$ cat src/rtl/dmem_pkg.sv
// Shared types and constants for the wait-stated data-memory responder.
package dmem_pkg;

  typedef enum logic [1:0] {
    IDLE = 2'd0,
    WAIT = 2'd1,
    RESP = 2'd2
  } state_t;

  localparam int LATENCY_MAX = 15;
  localparam int CNT_W       = 4;

  function automatic int idx_w(input int depth);
    return $clog2(depth);
  endfunction

endpackage

$ cat src/rtl/dmem_array.sv
// Word storage with synchronous write and a read-data register that only
// updates when an access is performed.
module dmem_array #(
  parameter int DEPTH  = 64,
  parameter int DATA_W = 32,
  parameter int IDX_W  = 6
) (
  input  logic              clk,
  input  logic              reset,
  input  logic              access,
  input  logic              write,
  input  logic              zero,
  input  logic [IDX_W-1:0]  idx,
  input  logic [DATA_W-1:0] wdata,
  output logic [DATA_W-1:0] rdata
);

  logic [DATA_W-1:0] mem [DEPTH];

  always_ff @(posedge clk) begin
    if (access && write && !zero)
      mem[idx] <= wdata;
  end

  // Stores are write-through so the core sees the stored word with ready.
  always_ff @(posedge clk or posedge reset) begin
    if (reset)
      rdata <= '0;
    else if (access) begin
      if (zero)
        rdata <= '0;
      else if (write)
        rdata <= wdata;
      else
        rdata <= mem[idx];
    end
  end

endmodule

$ cat src/rtl/dmem_responder.sv
// Word-addressed data memory with LATENCY wait states and a stall output.
// Optional misaligned-access trap enabled by defining DMEM_MISALIGN_TRAP_EN.
module dmem_responder
  import dmem_pkg::*;
#(
  parameter int DEPTH   = 64,
  parameter int DATA_W  = 32,
  parameter int ADDR_W  = 32,
  parameter int LATENCY = 2
) (
  input  logic              clk,
  input  logic              reset,
  input  logic              memRead,
  input  logic              memWrite,
  input  logic [ADDR_W-1:0] addr,
  input  logic [DATA_W-1:0] writeData,
  output logic [DATA_W-1:0] readData,
  output logic              ready,
  output logic              stall,
  output logic              misalign
);

  localparam int IDX_W = idx_w(DEPTH);
  localparam logic [CNT_W-1:0] LAT_LOAD = CNT_W'((LATENCY > 0) ? LATENCY - 1 : 0);

  state_t            state, state_nxt;
  logic [CNT_W-1:0]  cnt;
  logic              req;
  logic              access;
  logic              mis_addr;
  logic [IDX_W-1:0]  idx;
  logic              unused_addr;

  assign req         = memRead | memWrite;
  assign idx         = addr[IDX_W+1:2];
  assign unused_addr = ^{addr[ADDR_W-1:IDX_W+2], addr[1:0]};

`ifdef DMEM_MISALIGN_TRAP_EN
  logic mis_q;

  assign mis_addr = |addr[1:0];

  always_ff @(posedge clk or posedge reset) begin
    if (reset)
      mis_q <= 1'b0;
    else if (access)
      mis_q <= mis_addr;
  end
`else
  assign mis_addr = 1'b0;
`endif

  always_ff @(posedge clk or posedge reset) begin
    if (reset)
      state <= IDLE;
    else
      state <= state_nxt;
  end

  // A request vanishing during WAIT is a protocol violation: abort without writing.
  always_comb begin
    state_nxt = state;
    access    = 1'b0;
    case (state)
      IDLE: begin
        if (req) begin
          if (LATENCY == 0) begin
            access    = 1'b1;
            state_nxt = RESP;
          end else begin
            state_nxt = WAIT;
          end
        end
      end
      WAIT: begin
        if (!req)
          state_nxt = IDLE;
        else if (cnt == '0) begin
          access    = 1'b1;
          state_nxt = RESP;
        end
      end
      RESP:    state_nxt = IDLE;
      default: state_nxt = IDLE;
    endcase
  end

  always_ff @(posedge clk or posedge reset) begin
    if (reset)
      cnt <= '0;
    else if (state == IDLE && req)
      cnt <= LAT_LOAD;
    else if (state == WAIT && cnt != '0)
      cnt <= cnt - 1'b1;
  end

  always_comb begin
    ready = (state == RESP);
    stall = req & ~ready;
`ifdef DMEM_MISALIGN_TRAP_EN
    misalign = ready & mis_q;
`else
    misalign = 1'b0;
`endif
  end

  dmem_array #(
    .DEPTH  (DEPTH),
    .DATA_W (DATA_W),
    .IDX_W  (IDX_W)
  ) u_array (
    .clk    (clk),
    .reset  (reset),
    .access (access),
    .write  (memWrite),
    .zero   (mis_addr),
    .idx    (idx),
    .wdata  (writeData),
    .rdata  (readData)
  );

endmodule
$ cat config.mk
export PLATFORM = sky130hd
export DESIGN_NAME = dmem_responder
export DESIGN_NICKNAME = d
export VERILOG_FILES = /design/src/rtl/dmem_pkg.sv /design/src/rtl/dmem_array.sv /design/src/rtl/dmem_responder.sv
export SDC_FILE = /design/constraint.sdc
export NUM_CORES = 2
export LEC_CHECK = 0
export ABC_AREA = 1
export CELL_PAD_IN_SITES_DETAIL_PLACEMENT = 0
export CELL_PAD_IN_SITES_GLOBAL_PLACEMENT = 1
export CORE_AREA = 2 2 402 404
export CTS_CLUSTER_DIAMETER = 150
export DETAILED_ROUTE_END_ITERATION = 8
export DIE_AREA = 0 0 404 406
export GPL_ROUTABILITY_DRIVEN = 0
export MAX_ROUTING_LAYER = met4
export PLACE_DENSITY = 0.92
export SETUP_SLACK_MARGIN = 0.5
export SLEW_MARGIN = 20
export SYNTH_ARGS = -nofsm -noshare
export SYNTH_HDL_FRONTEND = slang
export SYNTH_SLANG_ARGS = --single-unit
export TNS_END_PERCENT = 20
$ cat constraint.sdc
create_clock -name clk -period 4.6 [get_ports clk]
set_input_delay 1.15 -clock clk [delete_from_list [all_inputs] [get_ports clk]]
set_output_delay 1.15 -clock clk [all_outputs]
set_load 0.005 [all_outputs]
-- Yosys cells after proc, flatten, opt, wreduce, memory -nomap -nowiden
Memory sizes are Yosys's and may differ from the RTL's. A register that Yosys moved wholly into a read port is not among the register bits.
Cells that the tools add are included.
- input bits: 68
- flip-flop bits (word level): 6
- logic and storage cells: 30
- memories kept: 1
- RAM bits: 2048
- output and inout port bits: 35
- memories (name ; words ; width ; rd ports ; clocked after memory_dff ; write ports ; RTL line ; RTL):
    u_array.mem ; 64 ; 32 ; 1 ; 1 ; 1 ; dmem_array.sv:18 ; logic [DATA_W-1:0] mem [DEPTH];
- reduce and logical (&&, ||, !) cells: 8
- bitwise operators: 3
- equal/unequal tests: 4
- add/sub/neg operators: 1
- multiplexer cells: 11
- operator list (cell ; count):
    4-bit two-way mux ; 2
    2-bit two-way mux ; 3
    1-bit two-way mux ; 5
    4-bit logical NOT ; 1
    2-bit case mux with 2 select lines ; 1
    4-bit nonzero test ; 1
    4-bit by 1-bit subtractor with 4-bit output (second input constant) ; 1
    1-bit logical AND ; 3
    3-bit != test (second input constant) ; 1
    2-bit by 1-bit == test with 1-bit output (second input constant) ; 1
    2-bit == test (second input constant) ; 1
    2-bit logical NOT ; 1
    2-bit != test (second input constant) ; 1
    2-bit AND reduction ; 1
    2-bit nonzero test ; 1
    1-bit bitwise AND ; 1
    1-bit NOT ; 1
    1-bit OR ; 1

-- Depth between registers and ports, before layout
- depth after elaboration: 7
- mapped depth: 13
- depth with buffers taken out: 10

-- Cells and area by module
From an unflattened synthesis, not the netlist that was laid out.
- cells, all modules: 8680
- area total of the unflattened synthesis: 87874.3 um^2
- modules (own cells, without submodules) (module ; cells each ; area an instance (um^2) ; seq. area each (um^2) ; times used):
    dmem_array ; 8632 ; 87503.9 ; 62299.8 ; 1
    dmem_responder ; 48 ; 370.4 ; 150.1 ; 1

-- Worst setup path before layout
No wires, ideal clock.
- path kind: input -> register
- from: input port memWrite
- to: memory u_array.mem[0][0] (enable)
- data required time: 4179 ps
- cell stages on the path: 8
- arrival: 3498 ps
- slack: 680 ps
- cell sequence: buf_2 -> or2_1 -> nand2_1 -> nor2_1 -> nand2_2 -> inv_2 -> nand3_1 -> nor2_1
- word-level cells in the longest chain between the ends: 6
- RTL lines (what ; RTL line ; RTL):
    start, declared ; dmem_responder.sv:14 ; input logic memWrite,
    1-bit OR ; dmem_responder.sv:34 ; assign req = memRead | memWrite;
    1-bit two-way mux ; dmem_responder.sv:76 ; if (!req)
    1-bit two-way mux ; dmem_responder.sv:64 ; case (state)
    1-bit logical AND (*) ; dmem_array.sv:21 ; if (access && write && !zero)
    1-bit two-way mux (*) ; dmem_array.sv:21 ;
    1-bit two-way mux (not written as such) (*) ; dmem_array.sv:22 ; mem[idx] <= wdata;
    end, declared ; dmem_array.sv:18 ;
Every way passes the cells marked *; elsewhere a longest branch is shown, timed or not.

-- Worst setup path after layout
- from: input port memRead
- to: output port stall
- word-level cells in the longest chain between the ends: 2
- RTL lines (what ; RTL line ; RTL):
    start, declared ; dmem_responder.sv:13 ; input logic memRead,
    1-bit OR ; dmem_responder.sv:34 ;
    1-bit bitwise AND ; dmem_responder.sv:99 ; stall = req & ~ready;
    end, declared ; dmem_responder.sv:19 ; output logic stall,
No other way between the ends.

==> results.sh <==
export IMPL_synth_fp_nets=7788
export IMPL_grt_pass1_vias=54400
export IMPL_min_path_type="reg -> reg"
export IMPL_drc_errors=0
export IMPL_cts_max_level=4
export IMPL_core_area_um2=160000
export IMPL_row_count=147
export IMPL_post_cts_resized=0
export IMPL_arrival_ns=2.37
export IMPL_cts_buffers=201
export IMPL_wl_per_cell_um=22.1
export IMPL_pwr_density_cell_nw_per_um2=407
export IMPL_postRouteAntennaNets=0
export IMPL_area_delta_synth_final_pct=13.0
export IMPL_drt_vias_per_instance=5.59
export IMPL_drt_wl_total_mm=224
export IMPL_cts_tree="yes"
export IMPL_hold_violations=0
export IMPL_synth_cell_types=24
export IMPL_cts_root_buffer="clkbuf_16"
export IMPL_clock_skew_ns=0.0252
export IMPL_slew_viol_final=0
export IMPL_antenna_found_initial=13
export IMPL_fin_crit_ns=3.52
export IMPL_detailed_place_hpwl_mm=128
export IMPL_start_kind="input pin"
export IMPL_vias=56700
export IMPL_nets=7950
export IMPL_fmax_ghz=0.284
export IMPL_path_clk_slew_ns=0.06
export IMPL_setup_violations=0
export IMPL_max_slew_margin_rel_pct=29.3
export IMPL_grt_pass1_wl_mm=330
export IMPL_cp_max_fo=3
export IMPL_clockBufferDepth=3
export IMPL_p_sw_share_pct=22.3
export IMPL_post_cts_buffers=0
export IMPL_period_share_pct=76.4
export IMPL_synthCells=7719
export IMPL_die_x_um=404
export IMPL_clkSinkCount=2086
export IMPL_postCtsHoldBufs=0
export IMPL_maxCapViolCount=0
export IMPL_combPwrFrac_pct=6.8
export IMPL_start_util_pct=54.6
export IMPL_finalPower_mw=40.1
export IMPL_crit_path_end_kind="output port"
export IMPL_power_switching_mw=8.94
export IMPL_clkLatencyLatePin_ns=0.82
export IMPL_critPathRequiredTime_ns=3.45
export IMPL_synth_seq_cells=2086
export IMPL_io_pins=103
export IMPL_intPower_mw=31.1
export IMPL_clkPwrFrac_pct=40.5
export IMPL_fin_setup_tns_ns=0
export IMPL_fillers=11800
export IMPL_fp_dieH_um=406
export IMPL_worstMarginPinSlew_ns=1.06
export IMPL_status="finished clean"
export IMPL_yosysSeqAreaShare_pct=71.6
export IMPL_first_pass_iters=6
export IMPL_die_area_um2=164000
export IMPL_syn_area_um2=87200
export IMPL_rsz0062_at_grt="false"
export IMPL_grt_overflow_total=0
export IMPL_port_buffers=75
export IMPL_drive_gt1_share_pct=9.42
export IMPL_seq_power_share_pct=52.7
export IMPL_grt_start_max_net_pins=164
export IMPL_cellLeakagePower_nw=39.5
export IMPL_final_cell_mix="edfxtp_1 (2,048), nand2_1 (1,892), inv_1 (1,141)"
export IMPL_final_common_cell="edfxtp_1"
export IMPL_drt_iter0_drc=7098
export IMPL_grt_usage_pct=28.1
export IMPL_path_class="in -> out"
export IMPL_avgSynthCellArea_um2=11.3
export IMPL_yosys_warnings=0
export IMPL_peakVddDrop_uv=391
==> state kept, by name (all words and copies together) (netlist names) <==
name           count
u_array.mem     2048
u_array.rdata     32
cnt                4
state              2
==> worst paths after layout <==
| path | start | end | slack [ns] | cells past startpoint |
|---|---|---|---|---|
| min in group asynchronous | reset | u_array.rdata[12]$_DFFE_PP0P_ | 0.54 | 2 |
| worst min-delay path | cnt[3]$_DFFE_PP0P_ | cnt[3]$_DFFE_PP0P_ | 0.46 | 1 |
| worst max register to register | cnt[0]$_DFFE_PP0P_ | u_array.mem[38][24]$_DFFE_PP_ | 1.58 | 10 |
| worst min register to register | cnt[3]$_DFFE_PP0P_ | cnt[3]$_DFFE_PP0P_ | 0.46 | 1 |
| worst max-delay path | memRead | stall | 1.08 | 5 |
| max in group asynchronous | reset | u_array.rdata[2]$_DFFE_PP0P_ | 3.16 | 3 |
==> power groups by stage <==
stage          Clock [mW]  Combinational (mW)  Sequential [mW]
2_1_floorplan           0                1.32             21.5
3_3_place_gp            0                2.60             21.5
3_5_place_dp            0                2.67             21.5
4_1_cts              16.4                2.69             21.1
5_1_grt              17.1                2.95             21.1
6_report             16.2                2.72             21.1
==> per-stage QoR <==
step                      util (%)  std cells  area, um2  hold WS, ns  setup WS, ns
after global routing          61.7      10100      98500        0.494          1.04
after detailed placement      57.6       9763      92000        0.455         0.537
after global placement        57.6       9763      92000        0.445         0.596
after CTS                     61.7      10100      98500        0.462          1.07
after floorplan                  -       7719      87200        0.433         0.680
final                         61.7      10100      98500        0.461          1.08
==> Yosys cell counts <==
library cell | instances | area, um2
buf_6 | 11 | 124
buf_1 | 18 | 67.6
edfxtp_1 | 2048 | 61500
clkbuf_1 | 108 | 405
buf_4 | 59 | 443
or2_1 | 221 | 1380
inv_1 | 1142 | 4290
nand2_1 | 1893 | 7110
nor2_1 | 583 | 2190
dfrtp_1 | 38 | 951
nand2_2 | 1 | 6.26
o21ai_0 | 191 | 956
a21oi_1 | 34 | 170
nor3_1 | 9 | 45.0
conb_1 | 1 | 3.75
ha_1 | 1 | 12.5
o211ai_1 | 256 | 1920
inv_2 | 5 | 18.8
buf_2 | 181 | 906
o21ai_1 | 229 | 1150
clkinv_1 | 1 | 3.75
nand3_1 | 588 | 2940
nor2_2 | 1 | 6.26
or2_2 | 100 | 626
==> worst max-delay path, cell delays in order <==
cell             delay, ns
clkdlybuf4s50_1       0.46
or2_1                 0.13
inv_1                 0.05
nor2_1                0.08
clkdlybuf4s50_1       0.50
==> area by class of cell <==
cell class | count | area (um2) | area share, %
diodes | 7 | 17.5 | 0.0178
clock buffers | 266 | 5500 | 5.59
clock inverters | 110 | 980 | 0.994
inverters | 1148 | 4320 | 4.38
multi-input cells | 4108 | 19100 | 19.3
flip-flops and latches | 2086 | 62400 | 63.4
well taps | 2086 | 2610 | 2.65
repair buffers | 336 | 3580 | 3.63
==> kinds of logic after synthesis <==
logic type	after synthesis	synth area share [%]
simple gates	3396	16.4
compound gates	710	4.81
fa+ha+maj	1	0.0143
other cells	1	0.00430
buf+inv	1525	7.17
flops	2086	71.6
==> per-layer routing <==
metal | part of all wire [%] | GRT usage [%]
met5 | 0 | -
met4 | 3.3 | 9.93
met3 | 9.8 | 5.03
met2 | 48 | 44.6
met1 | 39 | 36.7
(Power assumes the default switching activity.)
